--- config.mk ---
export PLATFORM = sky130hd
export DESIGN_NAME = action_executor_flat
export DESIGN_NICKNAME = d
export VERILOG_FILES = /design/src/rtl/action_executor_if.sv /design/src/rtl/action_executor.sv /design/src/flat_wrapper.sv
export SDC_FILE = /design/constraint.sdc
export NUM_CORES = 1
export LEC_CHECK = 0
export ABC_AREA = 1
export BUFFER_PORTS_ARGS = -buffer_cell sky130_fd_sc_hd__clkbuf_2
export CAP_MARGIN = 20
export CELL_PAD_IN_SITES_DETAIL_PLACEMENT = 1
export CELL_PAD_IN_SITES_GLOBAL_PLACEMENT = 2
export CORE_MARGIN = 1.5
export CORE_UTILIZATION = 33
export DETAILED_ROUTE_END_ITERATION = 8
export GPL_TIMING_DRIVEN = 0
export HOLD_SLACK_MARGIN = 0.03
export PLACE_DENSITY = 0.88
export REMOVE_ABC_BUFFERS = 1
export SKIP_LAST_GASP = 1
export SYNTH_ARGS = -nofsm -noshare
export SYNTH_HDL_FRONTEND = slang
export SYNTH_SLANG_ARGS = --single-unit
--- constraint.sdc ---
create_clock -name clk -period 4.9 [get_ports clk]
set_input_delay 0.98 -clock clk [delete_from_list [all_inputs] [get_ports clk]]
set_output_delay 0.98 -clock clk [all_outputs]
set_load 0.01 [all_outputs]
--- src/rtl/action_executor_if.sv ---
// Memory bus between the action executor (master) and the shared SRAM path (slave).
// Reads are combinational: mem_data_i answers the address driven in the same cycle.
interface action_executor_if;
  localparam int unsigned ADDR_W = 32;
  localparam int unsigned DATA_W = 32;

  logic              mem_ce_o;
  logic              mem_we_o;
  logic [ADDR_W-1:0] mem_addr_o;
  logic [3:0]        mem_width_o;
  logic [DATA_W-1:0] mem_data_o;
  logic [DATA_W-1:0] mem_data_i;

  modport master (
    output mem_ce_o, mem_we_o, mem_addr_o, mem_width_o, mem_data_o,
    input  mem_data_i
  );

  modport slave (
    input  mem_ce_o, mem_we_o, mem_addr_o, mem_width_o, mem_data_o,
    output mem_data_i
  );
endinterface

--- src/rtl/action_executor.sv ---
// Fetches a 2-word action record and applies it to a packet field in SRAM
// through a read-modify-write on the shared memory bus.
module action_executor #(
  parameter logic [31:0] PKT_BASE = 32'h0000_0000
) (
  input  logic                clk,
  input  logic                rst,
  input  logic                start_i,
  input  logic [31:0]         val_addr_i,
  action_executor_if.master   mem,
  output logic                busy_o,
  output logic                done_o,
  output logic                drop_o,
  output logic                err_o
);

  localparam int unsigned ADDR_W = 32;
  localparam int unsigned DATA_W = 32;
  localparam int unsigned HDR_W  = 20;

  localparam logic [3:0] OP_NOP  = 4'd0;
  localparam logic [3:0] OP_SET  = 4'd1;
  localparam logic [3:0] OP_ADD  = 4'd2;
  localparam logic [3:0] OP_SUB  = 4'd3;
  localparam logic [3:0] OP_DROP = 4'd4;

  typedef enum logic [2:0] {
    S_IDLE,
    S_FETCH_OP,
    S_FETCH_IMM,
    S_READ_FLD,
    S_WRITE_FLD,
    S_DONE
  } state_t;

  state_t              state_q, state_d;
  logic                start_q;
  logic [ADDR_W-1:0]   va_q, va_d;
  logic [HDR_W-1:0]    hdr_q, hdr_d;
  logic [DATA_W-1:0]   imm_q, imm_d;

  logic                ce_q, ce_d;
  logic                we_q, we_d;
  logic [ADDR_W-1:0]   addr_q, addr_d;
  logic [3:0]          width_q, width_d;
  logic [DATA_W-1:0]   wdata_q, wdata_d;
  logic                busy_q, busy_d;
  logic                done_q, done_d;
  logic                drop_q, drop_d;
  logic                err_q, err_d;

  logic                launch_c;
  logic [3:0]          op_c;
  logic [11:0]         off_c;
  logic [3:0]          wcode_c;
  logic                legal_c;
  logic [DATA_W-1:0]   mask_c;
  logic [ADDR_W-1:0]   fld_addr_c;
  logic [DATA_W-1:0]   result_c;

  // Record header fields; only opcode/offset/width are kept from word0.
  assign op_c       = hdr_q[19:16];
  assign off_c      = hdr_q[15:4];
  assign wcode_c    = hdr_q[3:0];
  assign fld_addr_c = PKT_BASE + ADDR_W'(off_c);
  assign launch_c   = start_i & ~start_q;

  // Width legality, natural alignment and truncation mask.
  always_comb begin
    legal_c = 1'b0;
    mask_c  = '0;
    case (wcode_c)
      4'd1: begin legal_c = 1'b1;               mask_c = 32'h0000_00FF; end
      4'd2: begin legal_c = ~off_c[0];          mask_c = 32'h0000_FFFF; end
      4'd4: begin legal_c = (off_c[1:0] == 2'd0); mask_c = 32'hFFFF_FFFF; end
      default: begin legal_c = 1'b0;            mask_c = '0; end
    endcase
    if (op_c > OP_DROP) legal_c = 1'b0;
  end

  // Next state, datapath captures and next registered outputs.
  always_comb begin
    state_d  = state_q;
    va_d     = va_q;
    hdr_d    = hdr_q;
    imm_d    = imm_q;
    drop_d   = drop_q;
    err_d    = err_q;
    ce_d     = 1'b0;
    we_d     = 1'b0;
    addr_d   = '0;
    width_d  = '0;
    wdata_d  = '0;
    result_c = '0;

    case (state_q)
      S_IDLE: begin
        if (launch_c) begin
          state_d = S_FETCH_OP;
          va_d    = val_addr_i;
          drop_d  = 1'b0;
          err_d   = 1'b0;
        end
      end
      S_FETCH_OP: begin
        hdr_d   = mem.mem_data_i[31:12];
        state_d = S_FETCH_IMM;
      end
      S_FETCH_IMM: begin
        imm_d = mem.mem_data_i;
        if (!legal_c) begin
          err_d   = 1'b1;
          state_d = S_DONE;
        end else begin
          case (op_c)
            OP_SET:         state_d = S_WRITE_FLD;
            OP_ADD, OP_SUB: state_d = S_READ_FLD;
            OP_DROP: begin
              drop_d  = 1'b1;
              state_d = S_DONE;
            end
            default:        state_d = S_DONE;
          endcase
        end
      end
      S_READ_FLD:  state_d = S_WRITE_FLD;
      S_WRITE_FLD: state_d = S_DONE;
      S_DONE:      state_d = S_IDLE;
      default:     state_d = S_IDLE;
    endcase

    // Field result: SET comes straight from the IMM being fetched this cycle.
    case (op_c)
      OP_ADD:  result_c = (mem.mem_data_i & mask_c) + imm_q;
      OP_SUB:  result_c = (mem.mem_data_i & mask_c) - imm_q;
      default: result_c = imm_d;
    endcase

    // Bus outputs are registered, so they are derived from the state being entered.
    case (state_d)
      S_FETCH_OP: begin
        ce_d    = 1'b1;
        width_d = 4'd4;
        addr_d  = va_d;
      end
      S_FETCH_IMM: begin
        ce_d    = 1'b1;
        width_d = 4'd4;
        addr_d  = va_q + 32'd4;
      end
      S_READ_FLD: begin
        ce_d    = 1'b1;
        width_d = wcode_c;
        addr_d  = fld_addr_c;
      end
      S_WRITE_FLD: begin
        ce_d    = 1'b1;
        we_d    = 1'b1;
        width_d = wcode_c;
        addr_d  = fld_addr_c;
        wdata_d = result_c & mask_c;
      end
      default: ;
    endcase

    busy_d = (state_d != S_IDLE);
    done_d = (state_d == S_DONE);
  end

  always_ff @(posedge clk) begin
    if (rst) begin
      state_q <= S_IDLE;
      start_q <= 1'b0;
      va_q    <= '0;
      hdr_q   <= '0;
      imm_q   <= '0;
      ce_q    <= 1'b0;
      we_q    <= 1'b0;
      addr_q  <= '0;
      width_q <= '0;
      wdata_q <= '0;
      busy_q  <= 1'b0;
      done_q  <= 1'b0;
      drop_q  <= 1'b0;
      err_q   <= 1'b0;
    end else begin
      state_q <= state_d;
      start_q <= start_i;
      va_q    <= va_d;
      hdr_q   <= hdr_d;
      imm_q   <= imm_d;
      ce_q    <= ce_d;
      we_q    <= we_d;
      addr_q  <= addr_d;
      width_q <= width_d;
      wdata_q <= wdata_d;
      busy_q  <= busy_d;
      done_q  <= done_d;
      drop_q  <= drop_d;
      err_q   <= err_d;
    end
  end

  assign mem.mem_ce_o    = ce_q;
  assign mem.mem_we_o    = we_q;
  assign mem.mem_addr_o  = addr_q;
  assign mem.mem_width_o = width_q;
  assign mem.mem_data_o  = wdata_q;
  assign busy_o          = busy_q;
  assign done_o          = done_q;
  assign drop_o          = drop_q;
  assign err_o           = err_q;

endmodule

--- src/flat_wrapper.sv ---
// flat-port wrapper written by rule: the top's interface ports become plain ports
module action_executor_flat 
#(
  parameter logic [31:0] PKT_BASE = 32'h0000_0000
)
  (clk, rst, start_i, val_addr_i, busy_o, done_o, drop_o, err_o, mem_mem_ce_o, mem_mem_we_o, mem_mem_addr_o, mem_mem_width_o, mem_mem_data_o, mem_mem_data_i);
  action_executor_if mem_i ();
  input  logic clk;
  input  logic rst;
  input  logic start_i;
  input  logic [31:0] val_addr_i;
  output logic busy_o;
  output logic done_o;
  output logic drop_o;
  output logic err_o;
  output wire logic [$bits(mem_i.mem_ce_o)-1:0] mem_mem_ce_o;
  output wire logic [$bits(mem_i.mem_we_o)-1:0] mem_mem_we_o;
  output wire logic [$bits(mem_i.mem_addr_o)-1:0] mem_mem_addr_o;
  output wire logic [$bits(mem_i.mem_width_o)-1:0] mem_mem_width_o;
  output wire logic [$bits(mem_i.mem_data_o)-1:0] mem_mem_data_o;
  input wire logic [$bits(mem_i.mem_data_i)-1:0] mem_mem_data_i;
  assign mem_mem_ce_o = mem_i.mem_ce_o;
  assign mem_mem_we_o = mem_i.mem_we_o;
  assign mem_mem_addr_o = mem_i.mem_addr_o;
  assign mem_mem_width_o = mem_i.mem_width_o;
  assign mem_mem_data_o = mem_i.mem_data_o;
  assign mem_i.mem_data_i = mem_mem_data_i;
  action_executor #(.PKT_BASE(PKT_BASE)) u_core (.clk(clk), .rst(rst), .start_i(start_i), .val_addr_i(val_addr_i), .mem(mem_i), .busy_o(busy_o), .done_o(done_o), .drop_o(drop_o), .err_o(err_o));
endmodule
# == After elaboration in Yosys (flattened, before gate mapping) ==
# Cells that the tools add are included.
# totals
regBits,162
word_cells,76
# classes
addsub,3
magnitude_cmp,1
n_eq_ne,20
mux,21
bitwise_logic,6
reduce_logical,11
# ops
op,n
32-bit case mux with 3 select lines,2
32-bit 2-to-1 mux,3
32-bit bitwise AND,2
32-bit case mux with 2 select lines,1
"32-bit by 3-bit adder with 32-bit output, second input constant",1
32-bit adder,1
32-bit subtractor,1
3-bit case mux with 5 select lines,1
"3-bit by 2-bit equality test with 1-bit output, second input constant",4
"4-bit by 2-bit equality test with 1-bit output, second input constant",3
"3-bit equality test, second input constant",3
"4-bit by 1-bit equality test with 1-bit output, second input constant",2
"4-bit by 3-bit equality test with 1-bit output, second input constant",2
4-bit case mux with 2 select lines,1
2-bit OR reduction,4
1-bit 2-to-1 mux,7
"3-bit by 1-bit equality test with 1-bit output, second input constant",2
3-bit 2-to-1 mux,2
3-bit case mux with 2 select lines,1
"4-bit by 3-bit greater-than comparator with 1-bit output, second input constant",1
"2-bit by 1-bit != test with 1-bit output, second input constant",2
"2-bit != test, second input constant",2
1-bit case mux with 2 select lines,2
4-bit AND reduction,1
9 further kinds,11

# == Logic depth before layout (Yosys ltp) ==
# logic_depth
ltp_word,8
mapped_depth,24
ltp_nobuf,24

# == Worst setup path after synthesis ==
# OpenSTA, ideal clock, no wires.
# synth_timing
kind,register to register
startpoint,reg u_core.imm_q[0]
endpoint,"reg u_core.wdata_q[30], in the netlist u_core.mem.mem_data_o[30]"
setup_time_ps,113
t_arrival_ps,2703
required_ps,4787
path_slack_ps,2084
path_stages_with_launch,20
n_path_buf,0
path_cell_list,dfxtp_1 inv_1 ha_1 nand3_1 nor2_1 nand2_1 o21ai_2 o21ai_1 a21oi_2 o21ai_0 nand2_1 nand2_1 ha_1 nand2_1 nor4_1 nand3_1 nand3_1 nand2_1 nor2_1 nor2_1
# synth_via
elab_chain_len,3
# synth_rtl
item,line_no,rtl
"start, declared",action_executor.sv:40,"logic [DATA_W-1:0] imm_q, imm_d;"
"start signal, assigned",action_executor.sv:191,imm_q <= imm_d;
32-bit subtractor / 32-bit adder (equally long branches),"action_executor.sv:135, action_executor.sv:134",
32-bit case mux with 2 select lines (*),action_executor.sv:133,case (op_c)
32-bit bitwise AND (*),action_executor.sv:161,wdata_d = result_c & mask_c;
"end signal, assigned",action_executor.sv:196,wdata_q <= wdata_d;
"end, declared",action_executor.sv:46,"logic [DATA_W-1:0] wdata_q, wdata_d;"
# Mark *: on every way between the ends. The rest lies on a longest branch, timed or not.
# A chain may end at the register's enable or synchronous reset.

# == Worst setup path after layout ==
# layout_timing
startpoint,reg u_core.hdr_q[19]
endpoint,"reg u_core.wdata_q[27], in the netlist u_core.mem.mem_data_o[27]"
# layout_via
elab_chain_len,8
# layout_rtl
item,line_no,rtl
"start, declared",action_executor.sv:39,"logic [HDR_W-1:0] hdr_q, hdr_d;"
"start signal, assigned",action_executor.sv:190,hdr_q <= hdr_d;
4-bit by 2-bit equality test with 1-bit output,"action_executor.sv:115, action_executor.sv:133",
2-bit OR reduction,action_executor.sv:115,case (op_c)
3-bit case mux with 2 select lines,action_executor.sv:115,
3-bit 2-to-1 mux,action_executor.sv:111,if (!legal_c) begin
3-bit case mux with 5 select lines,action_executor.sv:96,case (state_q)
3-bit equality test,action_executor.sv:140,case (state_d)
1-bit inverter (no source line),-,
2-bit OR reduction (no source line),-,
# Parallel ways exist; a longest one is shown, timed or not.

==> reports/qor.txt <==
Post-synth ARST share: 0%
WS Path Type: reg2reg
die height: 177 µm
CP Max Fanout: 36
hpwl dp: 28.5 mm
Max Clock Skew: 0.0127 ns
final-stage net count: 1832
detailed-route via count: 10700
Iteration-0 DRC Markers: 695
flop2flop setup slack: 0.52 ns
leading area contributor after synthesis: dfxtp_1
WL/cell: 17.3 µm
Netlist cell types: 41
DRC viols: 0
Final Hold Fails: 0
Final Util: 39.5%
WHS Endpoint: u_core.va_q[0]
fill cell count: 4002
top cells by area, synth: dfxtp_1 (32%), nand2_1 (16%), inv_1 (8.5%)
largest net degree at the start of global routing: 67
Port Buffers: 140
share of the synthesized area in the top cell type: 32.5%
Post-Route Setup TNS: 0 ns
register bit total from synthesis: 162
clk sinks: 162
reg2reg end: u_core.mem.mem_data_o[27]
VDD IR-drop max: 0.268 mV
ANT nets after route: 0
f_max: 228 MHz
area of the multi-input gates: 0.00568 mm²
CORE AREA: 0.0297 mm²
TritonCTS clock tree: done
PD cells: 424 mW/mm²
Hold Path Class: reg2reg
share of cells above drive strength 1: 12.6%
Root Buffer: clkbuf_16
Worst setup SP type: flip-flop
Slew Limit Fails: 0
Worst R2R Path Depth: 20
CTS Buffer Depth: 2
Max H-tree Level: 4
Top Ports: 141
die extent in x: 177 µm
Max Cap Violations: 0
Pre-antenna DRT Iters: 5
Slew headroom: 29.8%
Post-synth EDFFs: 0
status: finished clean
Critical Path RT: 5.24 ns
CP endpoint kind: flip-flop
YS warnings: 0
final setup violation count: 0
Overflow after GRT: 0
antenna cells: 0
CP arrival: 4.72 ns
hold path cells: 2
GP Congestion: 0.900
vias in the first global route: 10700
P&R area growth vs syn: 17.5%
sequential-to-total area share from yosys stat: 32.5%
Leak: 5.87 nW
FP Rows: 63
GRT Util Overall: 24.0%
Syn Area/Cell: 6.19 µm²
Worst-Margin Slew: 1.05 ns
initial antenna violation count: 0
clk slew on worst S/H paths: 0.07 ns
Period minus WS final: 4.38 ns
Final period util: 89.4%
Mapped Area: 0.00998 mm²
Gate Count Post-Synth: 1613
R2R Path Start: u_core.hdr_q[19]
drt total wl: 37.0 mm
pre-CTS setup slack: -1.27 ns
HP Start: u_core.va_q[0]
RSZ-0062 raised after global routing: no
die area: 0.0313 mm²
register area: 0.00324 mm²
Top FF cell, synth: dfxtp_1
Inserted Clock Buffers: 17
Via density: 5.03
setup slack after layout: 0.518 ns
initial core utilization: 33.6%
first-pass GRT wire length: 58.0 mm
clk_lat worst skew: 0.46 ns
==> critical path, stage by stage, from the launching register on <==
cell and delay (ns):
dfxtp_1 0.30, inv_1 0.22, nand3_4 0.38, inv_8 0.37, nand2_2 0.41, clkinvlp_4 0.29
o21ai_1 0.16, a21oi_2 0.29, o21ai_0 0.16, nand2_1 0.09, nand2_1 0.07, ha_1 0.39
nand2_1 0.12, nor2_1 0.23, nand2_1 0.12, nor3_1 0.14, nand2_1 0.12, nand2_1 0.08
nand2_1 0.05, a21oi_1 0.17, nor2_1 0.08
==> power breakdown <==
part	switching (mW)	internal [mW]
registers	0.0724	1.41
logic	1.45	0.626
clock network	0.605	0.817
==> placed cells by master, fill, tap and decap left out, drive strengths merged, types with 34 or more instances in the layout <==
| cell | instances |
|---|---|
| nand2 | 440 |
| nand4 | 34 |
| dfxtp | 162 |
| a21oi | 133 |
| o21ai | 91 |
| clkbuf | 160 |
| nand3 | 109 |
| inv | 232 |
| nor2 | 216 |
==> synth_stat cells, drive strengths merged (16+ instances only) <==
| cell type | n |
|---|---|
| a21oi | 133 |
| buf | 25 |
| clkbuf | 25 |
| dfxtp | 162 |
| ha | 33 |
| inv | 231 |
| nand2 | 440 |
| nand3 | 108 |
| nand4 | 34 |
| nor2 | 216 |
| nor3 | 18 |
| o21ai | 91 |
| or2 | 16 |
| xor2 | 33 |
==> state kept, by name, summed over array words and instances (netlist names) <==
name	count
u_core.mem.mem_addr_o	32
u_core.mem.mem_we_o	1
u_core.va_q	32
u_core.imm_q	32
u_core.state_q	3
u_core.drop_o	1
u_core.err_o	1
u_core.start_q	1
u_core.mem.mem_ce_o	1
u_core.mem.mem_width_o	4
u_core.mem.mem_data_o	32
u_core.busy_o	1
u_core.hdr_q	20
u_core.done_o	1
==> through the flow <==
| stage | hold WS [ns] | cell area (µm²) | instances | total power, mW |
|---|---|---|---|---|
| floorplan | 0.439 | 9760 | 1563 | 2.86 |
| global placement | 0.452 | 11000 | 2093 | 3.48 |
| detailed placement | 0.468 | 11000 | 2098 | 3.53 |
| CTS | 0.478 | 11700 | 2130 | 4.97 |
| global route | 0.501 | 11700 | 2134 | 5.30 |
| finish | 0.483 | 11700 | 2134 | 4.97 |
==> worst max-delay path by stage <==
stage	start	end	slack (ns)	depth (start not counted)
final	u_core.hdr_q[19]	u_core.mem.mem_data_o[27]	0.52	20
after global routing	u_core.hdr_q[19]	u_core.mem.mem_data_o[27]	0.18	20
after CTS	u_core.hdr_q[19]	u_core.mem.mem_data_o[27]	0.14	20
after detailed placement	u_core.hdr_q[19]	u_core.mem.mem_data_o[27]	-1.27	20
after global placement	u_core.state_q[0]	u_core.mem.mem_data_o[21]	-2.52	7
after floorplan	u_core.state_q[0]	u_core.mem.mem_data_o[21]	0.44	7
==> cells by family after synthesis <==
| logic type | Yosys count | synth area share (%) |
|---|---|---|
| flip-flops | 162 | 32.5 |
| adder cells (fa/ha/maj) | 34 | 4.34 |
| AO/OA/AOI/OAI | 252 | 13.5 |
| buffers and inverters | 283 | 11.0 |
| AND/OR/NAND/NOR | 847 | 35.6 |
| XOR/XNOR | 34 | 2.98 |
| multiplexers | 1 | 0.100 |
==> layer usage <==
layer	wire length (µm)	GRT usage (%)	part of all wire, %
met5	0	0	0
met4	623	7.06	1.7
met3	1440	3.26	3.9
met1	17600	32.3	48
met2	17200	39.6	47
==> layout make-up <==
cell class | count | share of cell area (%)
Inverter | 233 | 7.55
Tap cell | 390 | 4.16
Clock buffer | 20 | 3.81
Multi-Input combinational cell | 1169 | 48.4
Clock inverter | 12 | 1.32
Timing Repair Buffer | 148 | 7.11
Sequential cell | 162 | 27.6
==> what timing repair did <==
action | 4_1_cts | 5_1_grt
pin swaps | 0 | 1
hold buffers | 0 | 0
cloned | 0 | 1
resized for setup | 5 | 1
buffers inserted | 0 | 2
endpoints found under the setup margin | 29 | 5
(Power assumes the default switching activity.)
